**src/rtl/sipo_framed_param_if.sv**
```systemverilog
// Output word handshake between the deserializer and a word consumer.
// The master (deserializer) drives the word and its valid flag; the slave
// (consumer) drives pready.
interface sipo_framed_param_if #(
   parameter int WIDTH = 10
) ();
   logic [WIDTH-1:0] Pdata;
   logic             pvalid;
   logic             pready;

   modport master (output Pdata, output pvalid, input pready);
   modport slave  (input Pdata, input pvalid, output pready);
endinterface

```
**src/rtl/sipo_framed_param.sv**
```systemverilog
// Framed serial-in/parallel-out deserializer.
// Serial bits qualified by shift_en are collected into WIDTH-bit words; a
// sync pulse restarts framing. Completed words go to a holding register
// offered downstream via valid/ready, and a dropped word sets a sticky
// overrun flag.
module sipo_framed_param #(
   parameter int WIDTH     = 10,
   parameter bit MSB_FIRST = 1'b1,
   parameter bit REQ_SYNC  = 1'b1,
   localparam int CW       = $clog2(WIDTH + 1)
) (
   input  logic                 clk,
   input  logic                 reset,
   input  logic                 Sdata,
   input  logic                 shift_en,
   input  logic                 sync,
   input  logic                 ovr_clr,
   output logic                 overrun,
   output logic [CW-1:0]        bit_cnt,
   sipo_framed_param_if.master  pout
);

   typedef enum logic {
      WAIT_SYNC = 1'b0,
      SHIFT     = 1'b1
   } state_t;

   localparam logic [CW-1:0] LAST_BIT = CW'(WIDTH - 1);
   localparam logic [CW-1:0] ONE      = CW'(1);

   state_t           state_reg, state_next;
   logic [WIDTH-1:0] shift_reg, shift_next;
   logic [CW-1:0]    cnt_reg, cnt_next;
   logic [WIDTH-1:0] pdata_reg, pdata_next;
   logic             pvalid_reg, pvalid_next;
   logic             overrun_reg, overrun_next;
   logic [WIDTH-1:0] shifted;

   // Shift register contents after taking Sdata; at completion this is also the finished word
   generate
      if (MSB_FIRST) begin : g_msb_first
         assign shifted = {shift_reg[WIDTH-2:0], Sdata};
      end else begin : g_lsb_first
         assign shifted = {Sdata, shift_reg[WIDTH-1:1]};
      end
   endgenerate

   // State and datapath registers; reset discards partial and pending words
   always_ff @(posedge clk or negedge reset) begin
      if (!reset) begin
         state_reg   <= REQ_SYNC ? WAIT_SYNC : SHIFT;
         shift_reg   <= '0;
         cnt_reg     <= '0;
         pdata_reg   <= '0;
         pvalid_reg  <= 1'b0;
         overrun_reg <= 1'b0;
      end else begin
         state_reg   <= state_next;
         shift_reg   <= shift_next;
         cnt_reg     <= cnt_next;
         pdata_reg   <= pdata_next;
         pvalid_reg  <= pvalid_next;
         overrun_reg <= overrun_next;
      end
   end

   // Framing FSM, bit counting, word completion, handshake and overrun tracking
   always_comb begin
      state_next   = state_reg;
      shift_next   = shift_reg;
      cnt_next     = cnt_reg;
      pdata_next   = pdata_reg;
      // An accept frees the holding register; a completion below may refill it
      pvalid_next  = pvalid_reg & ~pready_in();
      // A new drop on this edge overrides a simultaneous clear
      overrun_next = overrun_reg & ~ovr_clr;

      case (state_reg)
         WAIT_SYNC: begin
            if (sync) begin
               state_next = SHIFT;
               if (shift_en) begin
                  shift_next = shifted;
                  cnt_next   = ONE;
               end else begin
                  cnt_next   = '0;
               end
            end
         end
         SHIFT: begin
            if (sync) begin
               // Restart the frame; a word that would complete here is discarded
               if (shift_en) begin
                  shift_next = shifted;
                  cnt_next   = ONE;
               end else begin
                  cnt_next   = '0;
               end
            end else if (shift_en) begin
               shift_next = shifted;
               if (cnt_reg == LAST_BIT) begin
                  cnt_next = '0;
                  if (!pvalid_reg || pready_in()) begin
                     pdata_next  = shifted;
                     pvalid_next = 1'b1;
                  end else begin
                     overrun_next = 1'b1;
                  end
               end else begin
                  cnt_next = cnt_reg + ONE;
               end
            end
         end
         default: begin
            state_next = SHIFT;
         end
      endcase
   end

   function automatic logic pready_in();
      return pout.pready;
   endfunction

   assign pout.Pdata  = pdata_reg;
   assign pout.pvalid = pvalid_reg;
   assign overrun     = overrun_reg;
   assign bit_cnt     = cnt_reg;

endmodule
```
**src/flat_wrapper.sv**
```systemverilog
// flat-port wrapper written by rule: the top's interface ports become plain ports
module sipo_framed_param_flat 
#(
   parameter int WIDTH     = 10,
   parameter bit MSB_FIRST = 1'b1,
   parameter bit REQ_SYNC  = 1'b1,
   localparam int CW       = $clog2(WIDTH + 1)
)
  (clk, reset, Sdata, shift_en, sync, ovr_clr, overrun, bit_cnt, pout_Pdata, pout_pvalid, pout_pready);
  sipo_framed_param_if #(.WIDTH(WIDTH)) pout_i ();
  input  logic clk;
  input  logic reset;
  input  logic Sdata;
  input  logic shift_en;
  input  logic sync;
  input  logic ovr_clr;
  output logic overrun;
  output logic [CW-1:0] bit_cnt;
  output wire logic [$bits(pout_i.Pdata)-1:0] pout_Pdata;
  output wire logic [$bits(pout_i.pvalid)-1:0] pout_pvalid;
  input wire logic [$bits(pout_i.pready)-1:0] pout_pready;
  assign pout_Pdata = pout_i.Pdata;
  assign pout_pvalid = pout_i.pvalid;
  assign pout_i.pready = pout_pready;
  sipo_framed_param #(.WIDTH(WIDTH), .MSB_FIRST(MSB_FIRST), .REQ_SYNC(REQ_SYNC)) u_core (.clk(clk), .reset(reset), .Sdata(Sdata), .shift_en(shift_en), .sync(sync), .ovr_clr(ovr_clr), .overrun(overrun), .bit_cnt(bit_cnt), .pout(pout_i));
endmodule
```
**config.mk**
```make
export PLATFORM = sky130hd
export DESIGN_NAME = sipo_framed_param_flat
export DESIGN_NICKNAME = d
export VERILOG_FILES = /design/src/rtl/sipo_framed_param_if.sv /design/src/rtl/sipo_framed_param.sv /design/src/flat_wrapper.sv
export SDC_FILE = /design/constraint.sdc
export NUM_CORES = 1
export LEC_CHECK = 0
export CAP_MARGIN = 40
export CORE_MARGIN = 2
export CORE_UTILIZATION = 43
export DETAILED_ROUTE_END_ITERATION = 8
export PLACE_DENSITY = 0.81
export SYNTH_ARGS = -nofsm -noshare
export SYNTH_HDL_FRONTEND = slang
export SYNTH_SLANG_ARGS = --single-unit
```
**constraint.sdc**
```tcl
create_clock -name clk -period 1.4 [get_ports clk]
set_input_delay 0.28 -clock clk [delete_from_list [all_inputs] [get_ports clk]]
set_output_delay 0.28 -clock clk [all_outputs]
set_load 0.005 [all_outputs]
```
# Yosys cells after proc, flatten, opt, wreduce, memory -nomap -nowiden
# Index checks and enable logic that the tools add are counted.
# W data, S select, Z words.
# totals
reg_bits	27
word_cells	41
# op_classes
reduce_logical	4
eq_ne	3
bitwise	6
n_addsub	1
mux	21
# ops
op	n
$mux W10	2
$pmux W10 S2	1
$mux W4	4
$mux W1	13
$pmux W4 S2	1
$reduce_and A5 Y1	1
$add A4 B1 Y4 const B	1
$eq A4 B4 Y1 const B	1
$not A1 Y1	4
$ne A3 B3 Y1 const B	1
$and A1 B1 Y1	2
$ne A2 B2 Y1 const B	1
$reduce_and A2 Y1	1
$logic_not A1 Y1	1
$logic_or A1 B1 Y1	1

# Longest topological paths before layout
# Gate-level depths: netlist of run 1.
# depth
ltp_word	7
ltp_mapped	3

# Worst setup path after synthesis of run 1
# OpenSTA, ideal clock, no wires.
# synth_path
path_kind	reg-to-reg
start	register u_core.state_reg
end	register u_core.shift_reg[0]
stages_incl_launch_ff	4
setup_ns	0.125
t_arrival_ns	1.177
required_time_ns	1.275
setup_slack_ns	0.098
path_cell_list	dfrtp_1 > or2_2 > nand2_2 > mux2_2
# synth_via
elab_chain_cells	2
elab_cells_between_ends	3
cone_classes	eq/ne (1); mux (1); bitwise (1)
# synth_rtl
element	line_no	rtl
from (decl)	sipo_framed_param.sv:31	state_t state_reg, state_next;
from (signal assigned)	sipo_framed_param.sv:51	state_reg <= REQ_SYNC ? WAIT_SYNC : SHIFT;
from (signal assigned)	sipo_framed_param.sv:58	state_reg <= state_next;
$not A1 Y1	sipo_framed_param.sv:78	case (state_reg)
$pmux W10 S2 or $ne A2 B2 Y1 (tied branches)	-	
to (signal assigned)	sipo_framed_param.sv:59	shift_reg <= shift_next;
to (decl)	sipo_framed_param.sv:32	logic [WIDTH-1:0] shift_reg, shift_next;
# Parallel ways exist; a longest one is shown, timed or not.
# A chain may end at the register's enable or synchronous reset.

# Worst setup path in the final report of run 1
# layout_path
start	register u_core.state_reg
end	register u_core.shift_reg[2]
# The elaborated chain is that of the path after synthesis.

==> results.md, run 1 <==
* Commonest cells after routing, fill and taps aside: dfrtp_1 (26), mux2_2 (19), dlygate4sd2_1 (16)
* Layout filler cell count at 185
* FF+latch count, synth at 26
* Synth cell types at 22
* Worst Path Max Fanout at 10
* Setup total negative slack at 0 ns
* First-pass GRT wire length at 3230 um
* Seq pwr share at 56.1%
* Req. time, crit path at 1.60 ns
* Max Root-Sink Buffers at 2
* P_int at 1.26 mW
* Critical path arrival at 1.56 ns
* Sequential cell area at 651 um^2
* Post-synthesis instance area at 0.00103 mm^2
* Max-slew violations at 0
* Antenna-violating nets left at 0
* Hold Fails Final Rpt at 0
* Final Core Density at 65.3%
* CTS Root Cell: clkbuf_4
* # port buffers at 22
* Clk slew on worst S/H paths at 0.14 ns
* Leak pwr at 0.759 nW
* Crit. Startpoint: u_core.state_reg
* DRC marker count from the first detailed-route iteration at 4
* Initial antenna violation count at 0
* Slew @ Worst Pin at 0.319 ns
* Die Span Y at 53.0 um
* DR WL/cell at 14.9 um
* CTS tree: done
* Multi-input gate area at 419 um^2
* Worst r2r src: u_core.state_reg
* Main synth FF type: dfrtp_1
* CP max stage delay at 0.43 ns
* Critical-path cell list: or2_2 -> nand2_4 -> mux2_2
* GRT Residual Overflow at 0
* Post-synth EDFFs at 0
* Slowest cell on crit path: dfrtp_1
* Area Growth Syn to Fin at 41.4%
* H-tree lvl count at 1
* Final net count at 116
* Hold WC Path Type: input port to async pin
* Max transition margin at 78.7%
* DRC at 0
* Clock buffer count from CTS at 3
* Drt first pass iters at 4
* Final Cycle Share at 97.3%
* Die span in x at 53.0 um
* GRT Overall Usage at 16.2%
* Pwr/cell area at 1110 mW/mm^2
* Max_cap viols at 0
* CORE AREA at 0.00223 mm^2
* Switching power at 0.357 mW
* Clk pwr share at 30.8%
* Antenna diode count at 0
* Worst vdd ir at 0.00103 V
* RSZ-0062 raised after global routing: yes
* Pin count of the biggest net entering global routing at 27
* Vias per inst at 5.15
* Synth Area per Inst at 14.9 um^2
* Ys Warns at 0
* DP Wirelength at 1310 um
* Ys async rst share at 100%
* Die ar. at 0.00281 mm^2
* Clk Latency, worst-skew pair at 0.31 ns
* Initial core utilization at 46.2%
* FP Rows at 17
* Commonest non-fill, non-tap cell in the layout: dfrtp_1
* Outcome: completed
* Largest register FFs at 10
* Critical path class: flip-flop to flip-flop
* Startpoint types: flip-flop
* Syn nets at 76
* GP Congestion at 0.682
* Layout cell share with drive strength beyond 1 at 40.7%
* Vias in the first global route at 738
* Setup Skew at 0.0106 ns
* Sw Ratio at 22.1%
* CP endpoint kind: flip-flop
* Combinational fraction of design power at 13.1%
* Io pins at 23
* Final worst path period need at 1.36 ns
* CTS Sinks at 26
* Final setup fails at 0
* Post-Syn Instances at 69
* Post-Route WL at 2020 um
* Fmax at 734 MHz
* Sequential fraction of the synthesis area at 63.1%
* Vias at 701
[stage by stage]
stage                     worst slack, ns  instance area (um^2)  power (mW)  std cells  hold slack (ns)
after CTS                         -0.0148                  1420        1.63        136            0.314
after detailed placement           -0.380                  1350        1.12        127            0.497
after floorplan                    0.0983                  1030        1.01         69          -0.0156
final                              0.0384                  1460        1.61        136            0.317
after global routing              -0.0253                  1460        1.71        136            0.314
after global placement             -0.353                  1350        1.11        127            0.490
[worst max-delay path: cells and delay by family (launching register included)]
| family | cells | cell delay [ns] |
|---|---|---|
| mux | 1 | 0.36 |
| flops | 1 | 0.43 |
| simple gates | 2 | 0.46 |
[routing by layer]
metal	share of wire, %	vias up	routed length [um]	global-route usage [%]
met2	49	21	996	25.6
met1	45	350	901	21.7
li1	-	328	-	-
met4	0.49	0	10	6.41
met3	5.6	2	114	3.39
met5	0	-	0	0
[synthesized netlist by cell type, types with 2 or more instances]
cell,number,share of area (%)
dfrtp_1,26,63
mux2_2,19,21
a21oi_1,2,0.97
nand2_1,2,0.73
nand3_1,2,0.97
nor2_1,2,0.73
[final cells by class]
type                       instances  share of cell area (%)
tap                               28                    2.40
sequential                        26                    44.6
inverter                           1                   0.258
clock buffer                       3                    1.55
multi-input combinational         43                    28.8
clock inverter                     1                    2.06
timing repair buffer              34                    20.3
[path summary, 6_finish.rpt]
| kind | slack, ns | cells after the start | end |
|---|---|---|---|
| hold / removal | 0.32 | 2 | u_core.shift_reg[8] |
| setup / recovery | 0.04 | 3 | u_core.shift_reg[2] |
| min in group clk | 0.36 | 2 | u_core.state_reg |
| setup reg to reg | 0.04 | 3 | u_core.shift_reg[2] |
| max in group asynchronous | 0.83 | 2 | u_core.bit_cnt[2] |
| hold reg to reg | 0.52 | 1 | u_core.pout.Pdata[0] |
[cells by family after synthesis]
family,Yosys count,synth area share [%]
AOI/OAI and AO/OA,4,2.43
xor gates and xnor gates,2,1.70
buffers and inverters,1,0.364
DFF,26,63.1
muxes,19,20.8
and+or+nand+nor,17,11.7
[power by group through the flow]
stage                     combinational [mW]  clock (mW)  sequential (mW)
after floorplan                        0.106           0            0.901
after global routing                   0.236       0.549            0.922
after CTS                              0.202       0.520            0.908
after detailed placement               0.200           0            0.924
final                                  0.212       0.497            0.905
after global placement                 0.190           0            0.917
[timing repair]
item	4_1_cts	5_1_grt
buffers inserted	5	0
endpoints found under the setup margin	25	14
pin swaps	1	3
resized for setup	18	6
hold buffers	0	0
gates cloned	0	1
No activity file was read; power rests on OpenSTA's default activity.
==> run 2: changes to the inputs <==
--- a/config.mk
+++ b/config.mk
@@ -5,10 +5,12 @@
 export SDC_FILE = /design/constraint.sdc
 export NUM_CORES = 1
 export LEC_CHECK = 0
-export CAP_MARGIN = 40
+export ABC_CLOCK_PERIOD_IN_PS = 1400
+export CAP_MARGIN = 20
 export CORE_MARGIN = 2
 export CORE_UTILIZATION = 43
 export DETAILED_ROUTE_END_ITERATION = 8
+export GPL_ROUTABILITY_DRIVEN = 0
 export PLACE_DENSITY = 0.81
 export SYNTH_ARGS = -nofsm -noshare
 export SYNTH_HDL_FRONTEND = slang
==> results of run 2 <==
Same layout as run 1: the final DEF is identical, and so are final timing and power.
==> run 3: changes to the inputs <==
--- a/config.mk
+++ b/config.mk
@@ -12,6 +12,7 @@
 export DETAILED_ROUTE_END_ITERATION = 8
 export GPL_ROUTABILITY_DRIVEN = 0
 export PLACE_DENSITY = 0.81
+export REMOVE_ABC_BUFFERS = 1
 export SYNTH_ARGS = -nofsm -noshare
 export SYNTH_HDL_FRONTEND = slang
 export SYNTH_SLANG_ARGS = --single-unit
==> results of run 3 <==
Same layout as run 1: the final DEF is identical, and so are final timing and power.
